<file path="config.mk">
export PLATFORM = sky130hd
export DESIGN_NAME = nap_countdown_timer
export DESIGN_NICKNAME = d
export VERILOG_FILES = /design/src/rtl/nap_countdown_timer.sv
export SDC_FILE = /design/constraint.sdc
export NUM_CORES = 1
export LEC_CHECK = 0
export BUFFER_PORTS_ARGS = -buffer_cell sky130_fd_sc_hd__clkbuf_2
export CAP_MARGIN = 20
export CORE_UTILIZATION = 55
export CTS_CLUSTER_DIAMETER = 100
export DETAILED_ROUTE_END_ITERATION = 10
export GPL_ROUTABILITY_DRIVEN = 0
export PLACE_DENSITY = 0.73
export SLEW_MARGIN = 20
export SYNTH_ARGS = -nofsm -noshare
export SYNTH_HDL_FRONTEND = slang
export SYNTH_SLANG_ARGS = --single-unit
</file>
<file path="constraint.sdc">
create_clock -name clk -period 8.6 [get_ports clk]
set_clock_uncertainty 0.05 [all_clocks]
set_input_delay 0.43 -clock clk [delete_from_list [all_inputs] [get_ports clk]]
set_output_delay 0.43 -clock clk [all_outputs]
set_load 0.005 [all_outputs]
</file>
<file path="src/rtl/nap_countdown_timer.sv">
// -----------------------------------------------------------------------------
// nap_countdown_timer
//
// A MM:SS countdown timer for a nap. The time is held as four BCD digits. It
// counts down once per second while running and raises an alarm at 00:00.
// The four digits are time-multiplexed onto one 4-bit digit code with a
// one-hot digit select, ready for a downstream 7-segment decoder. Code 4'hF
// means blank, and the decoder blanks any code above 9.
//
// Parameters
//   TICK_DIV  clk cycles per one-second tick (>= 2, even)
//   SCAN_DIV  clk cycles each digit slot is held on the display (>= 1)
//   DEF_MIN   preset minutes loaded at reset (1..99)
//
// Ports
//   clk          in   single clock, rising edge
//   rst          in   synchronous active-high reset
//   start_pause  in   one-cycle pulse: start / pause / resume / acknowledge alarm
//   clear        in   one-cycle pulse: back to IDLE and reload preset:00
//   min_inc      in   one-cycle pulse: preset minutes +1 (IDLE only, 99 -> 1)
//   bNum         out  digit code of the selected slot (4'hF = blank)
//   dig_sel      out  one-hot slot select: [0]=s1 [1]=s10 [2]=m1 [3]=m10
//   running      out  high while counting down
//   alarm        out  high once 00:00 is reached, until acknowledged
//
// Optional feature macro: NAP_ALARM_BLINK_EN
//   If this macro is defined, the display blinks while the alarm is active.
//   The blink phase toggles every TICK_DIV/2 cycles and starts high on entry
//   to DONE. While the phase is low, the display is dark.
// -----------------------------------------------------------------------------
module nap_countdown_timer #(
    parameter int TICK_DIV = 50_000_000,
    parameter int SCAN_DIV = 50_000,
    parameter int DEF_MIN  = 20
) (
    input  logic       clk,
    input  logic       rst,
    input  logic       start_pause,
    input  logic       clear,
    input  logic       min_inc,
    output logic [3:0] bNum,
    output logic [3:0] dig_sel,
    output logic       running,
    output logic       alarm
);

    localparam int              TW         = (TICK_DIV > 1) ? $clog2(TICK_DIV) : 1;
    localparam int              SW         = (SCAN_DIV > 1) ? $clog2(SCAN_DIV) : 1;
    localparam logic [TW-1:0]   TICK_LAST  = TW'(TICK_DIV - 1);
    localparam logic [SW-1:0]   SCAN_LAST  = SW'(SCAN_DIV - 1);
    localparam logic [6:0]      PRESET_RST = 7'(DEF_MIN);
    localparam logic [7:0]      RST_BCD    = {4'(DEF_MIN / 10), 4'(DEF_MIN % 10)};
`ifdef NAP_ALARM_BLINK_EN
    localparam logic [TW-1:0]   HALF_LAST  = TW'(TICK_DIV / 2 - 1);
`endif

    typedef enum logic [1:0] {ST_IDLE, ST_RUN, ST_PAUSE, ST_DONE} state_t;

    // Binary minutes (0..99) to two BCD digits {tens, ones}.
    function automatic logic [7:0] preset_bcd(input logic [6:0] p);
        return {4'(p / 7'd10), 4'(p % 7'd10)};
    endfunction

    state_t        r_state;
    logic [6:0]    r_preset;
    logic [3:0]    r_m10, r_m1, r_s10, r_s1;
    logic [TW-1:0] r_presc;
    logic [SW-1:0] r_scan_cnt;
    logic [1:0]    r_scan_idx;
    logic [3:0]    r_bnum, r_dig_sel;
    logic          r_running, r_alarm;
`ifdef NAP_ALARM_BLINK_EN
    logic          r_blink;
    logic          w_blink_next;
`endif

    state_t        w_state_next;
    logic [6:0]    w_preset_next, w_preset_inc;
    logic [3:0]    w_m10_next, w_m1_next, w_s10_next, w_s1_next;
    logic [TW-1:0] w_presc_next, w_presc_inc;
    logic          w_tick;
    logic [7:0]    w_reload, w_reload_inc;
    logic [3:0]    w_dec_m10, w_dec_m1, w_dec_s10, w_dec_s1;
    logic          w_borrow_s1, w_borrow_s10, w_borrow_m1, w_at_one;
    logic          w_scan_wrap;
    logic [SW-1:0] w_scan_cnt_next;
    logic [1:0]    w_scan_idx_next;
    logic [3:0]    w_sel_onehot;
    logic [3:0]    w_digit_next [4];
    logic [3:0]    w_bnum_next, w_dig_sel_next;

    // Prescaler and preset helpers
    assign w_tick       = (r_presc == TICK_LAST);
    assign w_presc_inc  = w_tick ? '0 : r_presc + TW'(1);
    assign w_preset_inc = (r_preset >= 7'd99) ? 7'd1 : r_preset + 7'd1;
    assign w_reload     = preset_bcd(r_preset);
    assign w_reload_inc = preset_bcd(w_preset_inc);

    // One-second decrement. Each digit borrows from the next digit up.
    assign w_borrow_s1  = (r_s1 == 4'd0);
    assign w_borrow_s10 = w_borrow_s1 && (r_s10 == 4'd0);
    assign w_borrow_m1  = w_borrow_s10 && (r_m1 == 4'd0);
    assign w_dec_s1     = w_borrow_s1 ? 4'd9 : r_s1 - 4'd1;
    assign w_dec_s10    = w_borrow_s1 ? (w_borrow_s10 ? 4'd5 : r_s10 - 4'd1) : r_s10;
    assign w_dec_m1     = w_borrow_s10 ? (w_borrow_m1 ? 4'd9 : r_m1 - 4'd1) : r_m1;
    assign w_dec_m10    = w_borrow_m1 ? r_m10 - 4'd1 : r_m10;
    // When the current value is 00:01, this tick lands on 00:00.
    assign w_at_one     = (r_m10 == 4'd0) && (r_m1 == 4'd0) && (r_s10 == 4'd0) && (r_s1 == 4'd1);

    // Scan counter free-runs in every state.
    assign w_scan_wrap     = (r_scan_cnt == SCAN_LAST);
    assign w_scan_cnt_next = w_scan_wrap ? '0 : r_scan_cnt + SW'(1);
    assign w_scan_idx_next = w_scan_wrap ? r_scan_idx + 2'd1 : r_scan_idx;

    always_comb begin
        w_state_next  = r_state;
        w_preset_next = r_preset;
        w_m10_next    = r_m10;
        w_m1_next     = r_m1;
        w_s10_next    = r_s10;
        w_s1_next     = r_s1;
        w_presc_next  = r_presc;
`ifdef NAP_ALARM_BLINK_EN
        w_blink_next  = r_blink;
`endif
        if (clear) begin
            w_state_next             = ST_IDLE;
            {w_m10_next, w_m1_next}  = w_reload;
            w_s10_next               = 4'd0;
            w_s1_next                = 4'd0;
            w_presc_next             = '0;
        end else begin
            case (r_state)
                ST_IDLE: begin
                    if (start_pause) begin
                        w_state_next = ST_RUN;
                        w_presc_next = '0;
                    end else if (min_inc) begin
                        w_preset_next            = w_preset_inc;
                        {w_m10_next, w_m1_next}  = w_reload_inc;
                        w_s10_next               = 4'd0;
                        w_s1_next                = 4'd0;
                    end
                end
                ST_RUN: begin
                    w_presc_next = w_presc_inc;
                    if (w_tick) begin
                        w_m10_next = w_dec_m10;
                        w_m1_next  = w_dec_m1;
                        w_s10_next = w_dec_s10;
                        w_s1_next  = w_dec_s1;
                    end
                    // If a tick reaches zero, DONE takes priority over a pause
                    // in the same cycle.
                    if (w_tick && w_at_one) begin
                        w_state_next = ST_DONE;
`ifdef NAP_ALARM_BLINK_EN
                        w_blink_next = 1'b1;
`endif
                    end else if (start_pause) begin
                        w_state_next = ST_PAUSE;
                    end
                end
                ST_PAUSE: begin
                    if (start_pause) begin
                        w_state_next = ST_RUN;
                    end
                end
                ST_DONE: begin
                    // The prescaler keeps running here and sets the blink rate.
                    w_presc_next = w_presc_inc;
`ifdef NAP_ALARM_BLINK_EN
                    if ((r_presc == HALF_LAST) || w_tick) begin
                        w_blink_next = ~r_blink;
                    end
`endif
                    if (start_pause) begin
                        w_state_next             = ST_IDLE;
                        {w_m10_next, w_m1_next}  = w_reload;
                        w_s10_next               = 4'd0;
                        w_s1_next                = 4'd0;
                    end
                end
                default: w_state_next = ST_IDLE;
            endcase
        end
    end

    // Display mux works on next-cycle values, so the registered bNum and
    // dig_sel always show the same slot.
    genvar gi;
    generate
        for (gi = 0; gi < 4; gi++) begin : g_sel
            assign w_sel_onehot[gi] = (w_scan_idx_next == 2'(gi));
        end
    endgenerate

    assign w_digit_next[0] = w_s1_next;
    assign w_digit_next[1] = w_s10_next;
    assign w_digit_next[2] = w_m1_next;
    assign w_digit_next[3] = (w_m10_next == 4'd0) ? 4'hF : w_m10_next;

    always_comb begin
        w_dig_sel_next = w_sel_onehot;
        w_bnum_next    = w_digit_next[w_scan_idx_next];
`ifdef NAP_ALARM_BLINK_EN
        if ((w_state_next == ST_DONE) && !w_blink_next) begin
            w_dig_sel_next = 4'b0000;
            w_bnum_next    = 4'hF;
        end
`endif
    end

    always_ff @(posedge clk) begin
        if (rst) begin
            r_state    <= ST_IDLE;
            r_preset   <= PRESET_RST;
            r_m10      <= RST_BCD[7:4];
            r_m1       <= RST_BCD[3:0];
            r_s10      <= 4'd0;
            r_s1       <= 4'd0;
            r_presc    <= '0;
            r_scan_cnt <= '0;
            r_scan_idx <= 2'd0;
            r_dig_sel  <= 4'b0001;
            r_bnum     <= 4'd0;
            r_running  <= 1'b0;
            r_alarm    <= 1'b0;
`ifdef NAP_ALARM_BLINK_EN
            r_blink    <= 1'b0;
`endif
        end else begin
            r_state    <= w_state_next;
            r_preset   <= w_preset_next;
            r_m10      <= w_m10_next;
            r_m1       <= w_m1_next;
            r_s10      <= w_s10_next;
            r_s1       <= w_s1_next;
            r_presc    <= w_presc_next;
            r_scan_cnt <= w_scan_cnt_next;
            r_scan_idx <= w_scan_idx_next;
            r_dig_sel  <= w_dig_sel_next;
            r_bnum     <= w_bnum_next;
            r_running  <= (w_state_next == ST_RUN);
            r_alarm    <= (w_state_next == ST_DONE);
`ifdef NAP_ALARM_BLINK_EN
            r_blink    <= w_blink_next;
`endif
        end
    end

    assign bNum    = r_bnum;
    assign dig_sel = r_dig_sel;
    assign running = r_running;
    assign alarm   = r_alarm;

endmodule

</file>
==> impl_metrics.toml, run 1 <==
[route]
viasPerCell = 6.497
wl_per_cell_um = 16.91
drt_iter0_drc = 644
firstDrtPassIters = 6
routed_wl_um = 15190
drtAntennaViolNets = 0
vias = 5834
remaining_drc_errors = 0

[cells_and_area]
fillers = 898
final_area_um2 = 5879
final_cell_mix = "nor2_1 (99), nand2_1 (83), dfxtp_1 (79)"
drive_gt1_frac = 0.06667
syn_to_final_growth_pct = 4.469
layout.nets = 781
layoutNonFillerInstCount = 898
antenna_cells = 0
final_core_util = 0.5960
mostFrequentLayoutCell = "nor2_1"

[synthesis]
synth_cell_types = 78
synthArstFlopShare = 0
netlist_area_um2 = 5628
synth_fp_nets = 798
synthesis.instances = 778
synth-edff-count = 0
ys_warn_count = 0
synth_seq_cells = 79
synth-main-ff-cell = "dfxtp_1"
syn_avg_cell_area_um2 = 7.234
yosysSeqAreaShare = 0.2810

[global_route]
grt_pass1_wl_um = 24850
antenna_found_initial = 0
grt_max_degree = 32
grt_pass1_vias = 5189
overflow = 0
track_usage = 0.3011

[timing]
rsz0062_at_grt = "false"
final.setup.tns_ns = 0
worst_slack_ns = 4.280
setup_viol = 0
slew_headroom = 0.3011
hold_violations = 0
post-route-period-util = 0.5024
worst_slew_pin_slew_ns = 1.022
maxSlewViolCount = 0
whs_ns = 0.4251
clock.fmax_ghz = 0.2315
period_needed_ns = 4.320

[clock_tree]
ctsHoldBuffers = 0
clkSlewWorstSetupHoldPaths_ns = 0.09
cts_tree = "yes"
clkLatencyLatePin_ns = 0.37
cts_buffers = 9
post_cts_buffers = 0
cts_sinks = 79
htreeDepth = 3
root_buffer = "clkbuf_8"
cts_resized = 0
clockBufferDepth = 2

[setup_path]
cp-end-kind = "flop"
crit_path_start_kind = "flop"
path_class = "flop to flop"
worstPathArrival_ns = 4.57
r2r_cells = 12
rr_startpoint = "r_preset[5]$_SDFFE_PP0P_"
r2r_slack_ns = 4.28
path_max_fanout = 25
reg2reg_to = "bNum[3]$_SDFF_PP0_"
crit_required_ns = 8.85

[pwr]
power_switching_share = 0.2909
power_mw = 0.7164
switchingPower_mw = 0.2084
p_seq_frac = 0.525
irDropWorstVdd_mv = 0.08845
p_leak_nw = 1.929
power_density_nw_per_um2 = 121.8
p_int_mw = 0.5080
combPwrFrac = 0.106
p_clk_frac = 0.369

[floorplanning]
rows = 36
die_height_um = 103.2
io_pins = 15
dieArea_um2 = 10640
initial_core_util = 0.5705
core_area_um2 = 9864
dieWidth_um = 103.2

[run]
cap_violations = 0

[status]
status = "finished, final reports clean"

[place]
dp_hpwl_um = 10800
dp.cells = 883
port-buffer-count = 14
pre_cts_slack_ns = 4.439
placed_area_um2 = 5698

[min_path]
min_from = "r_scan_cnt[0]$_SDFF_PP0_"
holdPathEnd = "r_scan_cnt[0]$_SDFF_PP0_"
hold-path-cell-count = 1
hp-class = "flop to flop"
==> worst max-delay path by stage <==
stage                        startpoint            endpoint  slack (ns)
4_1_cts        r_preset[5]$_SDFFE_PP0P_  bNum[1]$_SDFF_PP0_        4.41
2_1_floorplan  r_preset[0]$_SDFFE_PP0P_  bNum[2]$_SDFF_PP0_        5.30
3_5_place_dp   r_preset[5]$_SDFFE_PP0P_  bNum[1]$_SDFF_PP0_        4.44
5_1_grt        r_preset[2]$_SDFFE_PP1P_  bNum[1]$_SDFF_PP0_        3.96
3_3_place_gp   r_preset[2]$_SDFFE_PP1P_  bNum[3]$_SDFF_PP0_        4.65
6_report       r_preset[5]$_SDFFE_PP0P_  bNum[3]$_SDFF_PP0_        4.28
==> registers in the layout, indices dropped and copies added, names as in the netlist, 4 cells and up <==
signal and cells:
r_m10 4, r_s10 4, r_scan_cnt 16, bNum 4, dig_sel 4, r_m1 4
r_preset 7, r_presc 26, r_s1 4
==> area by class of cell <==
| type | count | area [µm²] | area share |
|---|---|---|---|
| clock buffers | 10 | 137.6 | 0.02341 |
| clock inverters | 5 | 41.29 | 0.007023 |
| inverters | 29 | 108.9 | 0.01851 |
| multi-input cells | 625 | 3751 | 0.6380 |
| flip-flops and latches | 79 | 1582 | 0.2690 |
| well taps | 133 | 166.4 | 0.02830 |
| repair buffers | 17 | 92.59 | 0.01575 |
==> power groups by stage <==
stage / logic, mW / clock network [mW] / registers (mW)
floorplan: 0.0584 / 0 / 0.381
global placement: 0.0720 / 0 / 0.384
detailed placement: 0.0737 / 0 / 0.385
CTS: 0.0741 / 0.274 / 0.376
global route: 0.0843 / 0.286 / 0.377
finish: 0.0757 / 0.265 / 0.376
==> cells in the mapped netlist (15+ instances only) <==
cell type | n | share of area
nor3_1 | 24 | 0.021
dfxtp_1 | 79 | 0.28
ha_1 | 15 | 0.033
a31oi_1 | 21 | 0.023
clkbuf_1 | 32 | 0.021
inv_1 | 25 | 0.017
nor2_1 | 99 | 0.066
nand3_1 | 27 | 0.024
xnor2_1 | 15 | 0.023
a21oi_1 | 60 | 0.053
o21ai_0 | 45 | 0.040
nand2_1 | 84 | 0.056
==> worst max-delay path: stages (launching register included) <==
cell and delay, ns:
dfxtp_1 0.86, clkinv_1 0.50, or4_1 0.63, a211oi_1 0.32, o41a_1 0.24, or4_1 0.19, xor2_1 0.22, ha_1 0.22
a21oi_1 0.06, and2_1 0.21, nor3_1 0.37, o2111ai_1 0.19, a31oi_1 0.18
==> logic make-up (layout without fill, tap and decap cells) <==
group,after synthesis,in the layout,share of synthesized area
compound gates,240,240,0.2806
xor+xnor,26,26,0.04046
fa+ha+maj,15,15,0.03335
buf+inv,74,61,0.05358
flops,79,79,0.2810
mux,6,6,0.01089
simple gates,338,338,0.3001
==> per-layer routing <==
layer	up-vias	track usage	routed length, µm
met5	-	0	0
li1	2827	-	-
met3	49	0.04814	997
met2	254	0.4718	7040
met1	2704	0.3923	6572
met4	0	0.1744	578
Note: power is estimated with default switching activity, not from simulation.
==> run 2: changes to the inputs <==
==> constraint.sdc (replaced) <==
create_clock -name clk -period 4.2 [get_ports clk]
set_clock_uncertainty 0.05 [all_clocks]
set_input_delay 0.21 -clock clk [delete_from_list [all_inputs] [get_ports clk]]
set_output_delay 0.21 -clock clk [all_outputs]
set_load 0.005 [all_outputs]
==> impl_metrics.toml, run 2 (same netlist as run 1, synthesis figures left out) <==
[floorplanning]
initial_core_util = 0.5705
rows = 36
dieWidth_um = 103.2
dieArea_um2 = 10640
io_pins = 15
core_area_um2 = 9864
die_height_um = 103.2

[cells_and_area]
fillers = 889
layout.nets = 786
largest_register_ffs = 26
antenna_cells = 0
final_core_util = 0.6039
final_area_um2 = 5957
top_register = "r_presc"
drive_gt1_frac = 0.07523
syn_to_final_growth_pct = 5.847
final_cell_mix = "nor2_1 (99), nand2_1 (83), dfxtp_1 (79)"
mostFrequentLayoutCell = "nor2_1"
multi_input_area_um2 = 3754
largestRegisters = "r_presc x26, r_scan_cnt x16, r_preset x7"
layoutNonFillerInstCount = 904
ff_latch_area_um2 = 1582

[place]
dp_hpwl_um = 10900
port-buffer-count = 14
pre_cts_slack_ns = 0.2654
dp.cells = 888
placed_area_um2 = 5732

[pwr]
p_int_mw = 1.118
irDropWorstVdd_mv = 0.1646
p_clk_frac = 0.397
power_density_nw_per_um2 = 258.8
p_leak_nw = 1.971
combPwrFrac = 0.103
power_switching_share = 0.2747
switchingPower_mw = 0.4235
p_seq_frac = 0.499

[timing]
rsz0062_at_grt = "false"
worst_slew_pin_slew_ns = 0.9146
final.setup.tns_ns = 0
clock.fmax_ghz = 0.2535
setup_viol = 0
post-route-period-util = 0.9391
slew_headroom = 0.3745
maxSlewViolCount = 0
worst_slack_ns = 0.2558
period_needed_ns = 3.944
hold_violations = 0

[route]
remaining_drc_errors = 0
vias = 5964
wl_per_cell_um = 17.02
viasPerCell = 6.597
drt_iter0_drc = 561
drtAntennaViolNets = 0
firstDrtPassIters = 5
routed_wl_um = 15390

[clock_tree]
cts_sinks = 79
clkSlewWorstSetupHoldPaths_ns = 0.09
ctsHoldBuffers = 0
cts_buffers = 9
htreeDepth = 3
clkLatencyLatePin_ns = 0.37
root_buffer = "clkbuf_8"
cts_tree = "yes"
clockBufferDepth = 2

[global_route]
antenna_found_initial = 0
grt_pass1_wl_um = 24540
overflow = 0
grt_max_degree = 32
track_usage = 0.2958
grt_pass1_vias = 5116

[setup_path]
path_max_fanout = 12
crit_required_ns = 4.44
critPathLaunch = "r_preset[1]$_SDFFE_PP0P_"
path_class = "flop to flop"
critPathSlowestCell = "or4_1"
path_buf_inv = 0
worstPathArrival_ns = 4.18
crit_path_start_kind = "flop"
cp-end-kind = "flop"
cp_top_family = "simple AND/OR/NAND/NOR gates"
reg2reg_to = "bNum[2]$_SDFF_PP0_"
rr_startpoint = "r_preset[1]$_SDFFE_PP0P_"
path_cells = "ha_2, and3_1, xnor2_1, o211ai_2, nor2_1, or4_1, xor2_1, ha_1, a21oi_1, and2_1, nor3_1, o2111ai_1, a31oi_1"
slowest_delay_ns = 0.57
r2r_cells = 13
r2r_slack_ns = 0.26

[min_path]
holdPathEnd = "r_state[0]$_SDFF_PP0_"
hp-class = "input pin to flop"
min_from = "start_pause"
hold-path-cell-count = 3

[status]
status = "finished, final reports clean"

[run]
cap_violations = 0
[run 2: cell count changes in the layout (fill, tap and decap cells not counted), sizes merged]
cell / before / now
clkinv: 5 / 7
bufinv: 0 / 1
buf: 3 / 8
inv: 28 / 26
clkbuf: 24 / 25
clkinvlp: 1 / 0
[run 2: metal layers]
layer	GRT usage	vias up	part of all wire	wire, µm
li1	-	2826	-	-
met1	0.3913	2817	0.45	6859
met2	0.4733	283	0.46	7042
met3	0.03797	38	0.066	1012
met4	0.1517	0	0.031	471
met5	0	-	0	0
[run 2: worst max path at each step]
stage | endpoint | slack (ns) | cells past startpoint
2_1_floorplan | bNum[2]$_SDFF_PP0_ | 0.90 | 15
3_3_place_gp | bNum[3]$_SDFF_PP0_ | 0.42 | 13
3_5_place_dp | bNum[2]$_SDFF_PP0_ | 0.27 | 13
4_1_cts | bNum[2]$_SDFF_PP0_ | 0.21 | 13
5_1_grt | bNum[3]$_SDFF_PP0_ | 0.004 | 13
6_report | bNum[2]$_SDFF_PP0_ | 0.26 | 13
[run 2: worst min-delay path, stage by stage]
cell      delay [ns]
clkbuf_2        0.24
xnor2_1         0.20
a21oi_1         0.06
[run 2: repair_timing]
item,in CTS,in global routing
resized for setup,0,1
setup endpoints to repair,0,4
setup buffers,0,0
[run 2: per-stage QoR]
stage | total power [mW] | hold WS (ns)
floorplan | 0.8993 | 0.3795
global placement | 0.9362 | 0.3939
detailed placement | 0.9399 | 0.4065
CTS | 1.548 | 0.3196
global route | 1.603 | 0.3690
finish | 1.542 | 0.3448
[run 2: power by group through the flow]
stage / combinational [mW] / clock (mW) / sequential [mW]
2_1_floorplan: 0.120 / 0 / 0.780
3_3_place_gp: 0.150 / 0 / 0.787
3_5_place_dp: 0.153 / 0 / 0.787
4_1_cts: 0.154 / 0.625 / 0.769
5_1_grt: 0.175 / 0.657 / 0.771
6_report: 0.159 / 0.613 / 0.770
[run 2: area by class of cell]
class                           instances  area share
Clock buffer                           11     0.02541
Sequential cell                        79      0.2655
Inverter                               29     0.01827
Clock inverter                          5     0.01092
Multi-Input combinational cell        625      0.6301
Tap cell                              133     0.02794
Timing Repair Buffer                   22     0.02184
==> run 3: changes to the inputs <==
==> constraint.sdc (replaced) <==
create_clock -name clk -period 3.8 [get_ports clk]
set_clock_uncertainty 0.05 [all_clocks]
set_input_delay 0.19 -clock clk [delete_from_list [all_inputs] [get_ports clk]]
set_output_delay 0.19 -clock clk [all_outputs]
set_load 0.005 [all_outputs]
==> impl_metrics.toml, run 3 (same netlist as run 1, synthesis figures left out) <==
[floorplanning]
dieArea_um2 = 10640
dieWidth_um = 103.2
core_area_um2 = 9864
initial_core_util = 0.5705
die_height_um = 103.2
rows = 36
io_pins = 15

[global_route]
overflow = 0
grt_pass1_vias = 5084
grt_pass1_wl_um = 24750
track_usage = 0.2965
grt_max_degree = 32
antenna_found_initial = 0

[route]
routed_wl_um = 15270
drtAntennaViolNets = 0
wl_per_cell_um = 16.73
firstDrtPassIters = 8
remaining_drc_errors = 0
viasPerCell = 6.378
drt_iter0_drc = 541
vias = 5823

[setup_path]
cp-end-kind = "flop"
path_class = "flop to flop"
crit_path_start_kind = "flop"
crit_required_ns = 4.03
path_max_fanout = 12
worstPathArrival_ns = 3.82

[cells_and_area]
largestRegisters = "r_presc x26, r_scan_cnt x16, r_preset x7"
fillers = 878
antenna_cells = 0
largest_register_ffs = 26
drive_gt1_frac = 0.09487
top_register = "r_presc"
mostFrequentLayoutCell = "nor2_1"
multi_input_area_um2 = 3787
syn_to_final_growth_pct = 6.959
final_cell_mix = "nor2_1 (99), nand2_1 (84), dfxtp_1 (75)"
layout.nets = 795
ff_latch_area_um2 = 1587

[place]
dp_hpwl_um = 10940
port-buffer-count = 14

[pwr]
irDropWorstVdd_mv = 0.2447
power_mw = 1.593
p_leak_nw = 1.997
power_density_nw_per_um2 = 264.6

[run]
cap_violations = 0

[timing]
period_needed_ns = 3.590
hold_violations = 0
worst_slew_pin_slew_ns = 1.028
maxSlewViolCount = 0
clock.fmax_ghz = 0.2785
post-route-period-util = 0.9449
slew_headroom = 0.2968
setup_viol = 0
final.setup.tns_ns = 0

[clock_tree]
post_cts_buffers = 0
cts_tree = "yes"
clkSlewWorstSetupHoldPaths_ns = 0.09
root_buffer = "clkbuf_8"
cts_sinks = 79
clkLatencyLatePin_ns = 0.38
cts_buffers = 9
clockBufferDepth = 2
htreeDepth = 3

[min_path]
hp-class = "input pin to flop"

[status]
status = "finished, final reports clean"
## run 3: cell count changes in the layout (fill, tap and decap cells not counted), moves of 3 or more
cell | previous run | this run
clkinvlp_4 | 0 | 3
buf_4 | 8 | 16
dfxtp_1 | 79 | 75
clkinv_4 | 3 | 0
dfxtp_2 | 0 | 4
clkinv_2 | 0 | 3
## run 3: final cells by class
class / count / share of cell area
multi-input cells: 625 / 0.6292
clock inverters: 6 / 0.006236
flip-flops and latches: 79 / 0.2636
inverters: 29 / 0.01808
repair buffers: 31 / 0.03409
clock buffers: 10 / 0.02120
well taps: 133 / 0.02765
## run 3: worst paths after layout
check | start | endpoint | slack (ns) | cells after the start
worst max-delay path | r_preset[0]$_SDFFE_PP0P_ | bNum[1]$_SDFF_PP0_ | 0.21 | 13
worst min-delay path | rst | r_preset[6]$_SDFFE_PP0P_ | 0.34 | 2
worst min register to register | r_scan_cnt[0]$_SDFF_PP0_ | r_scan_cnt[0]$_SDFF_PP0_ | 0.43 | 1
worst max register to register | r_preset[0]$_SDFFE_PP0P_ | bNum[1]$_SDFF_PP0_ | 0.21 | 13
## run 3: metal layers
metal  up-vias  track usage  routed length [µm]
met4         0       0.1582                 620
met2       240       0.4533                6878
met1      2685       0.3918                6700
li1       2848            -                   -
met5         -            0                   0
met3        50      0.06237                1072
## run 3: per-stage QoR
| stage | instances | instance area (µm²) | util | setup slack, ns | hold WS (ns) |
|---|---|---|---|---|---|
| floorplan | 778 | 5628 | - | 0.4980 | 0.3795 |
| global placement | 896 | 5792 | 0.5871 | 0.2798 | 0.3968 |
| detailed placement | 896 | 5792 | 0.5871 | 0.1000 | 0.4069 |
| CTS | 912 | 5957 | 0.6039 | 0.03343 | 0.3397 |
| global route | 913 | 6020 | 0.6102 | -0.03592 | 0.3591 |
| finish | 913 | 6020 | 0.6102 | 0.2096 | 0.3441 |
## run 3: power by group
part / internal [mW] / switching, mW / leakage [nW]
Combinational: 0.0585 / 0.124 / 1.28
Clock: 0.234 / 0.328 / 0.0781
Sequential: 0.836 / 0.0128 / 0.639
## run 3: repair_timing
item	CTS	global route
endpoints found under the setup margin	0	7
hold buffers	0	0
resized for setup	0	12
## run 3: worst max-delay path, stage by stage (launching register included)
cell	delay, ns
dfxtp_1	0.33
ha_2	0.26
and3_1	0.29
nand3_1	0.11
a21oi_1	0.07
o41a_1	0.44
or4_1	0.48
xor2_1	0.23
ha_1	0.23
a21oi_1	0.07
and2_1	0.24
nor4_2	0.33
o21ai_0	0.17
a31oi_1	0.19
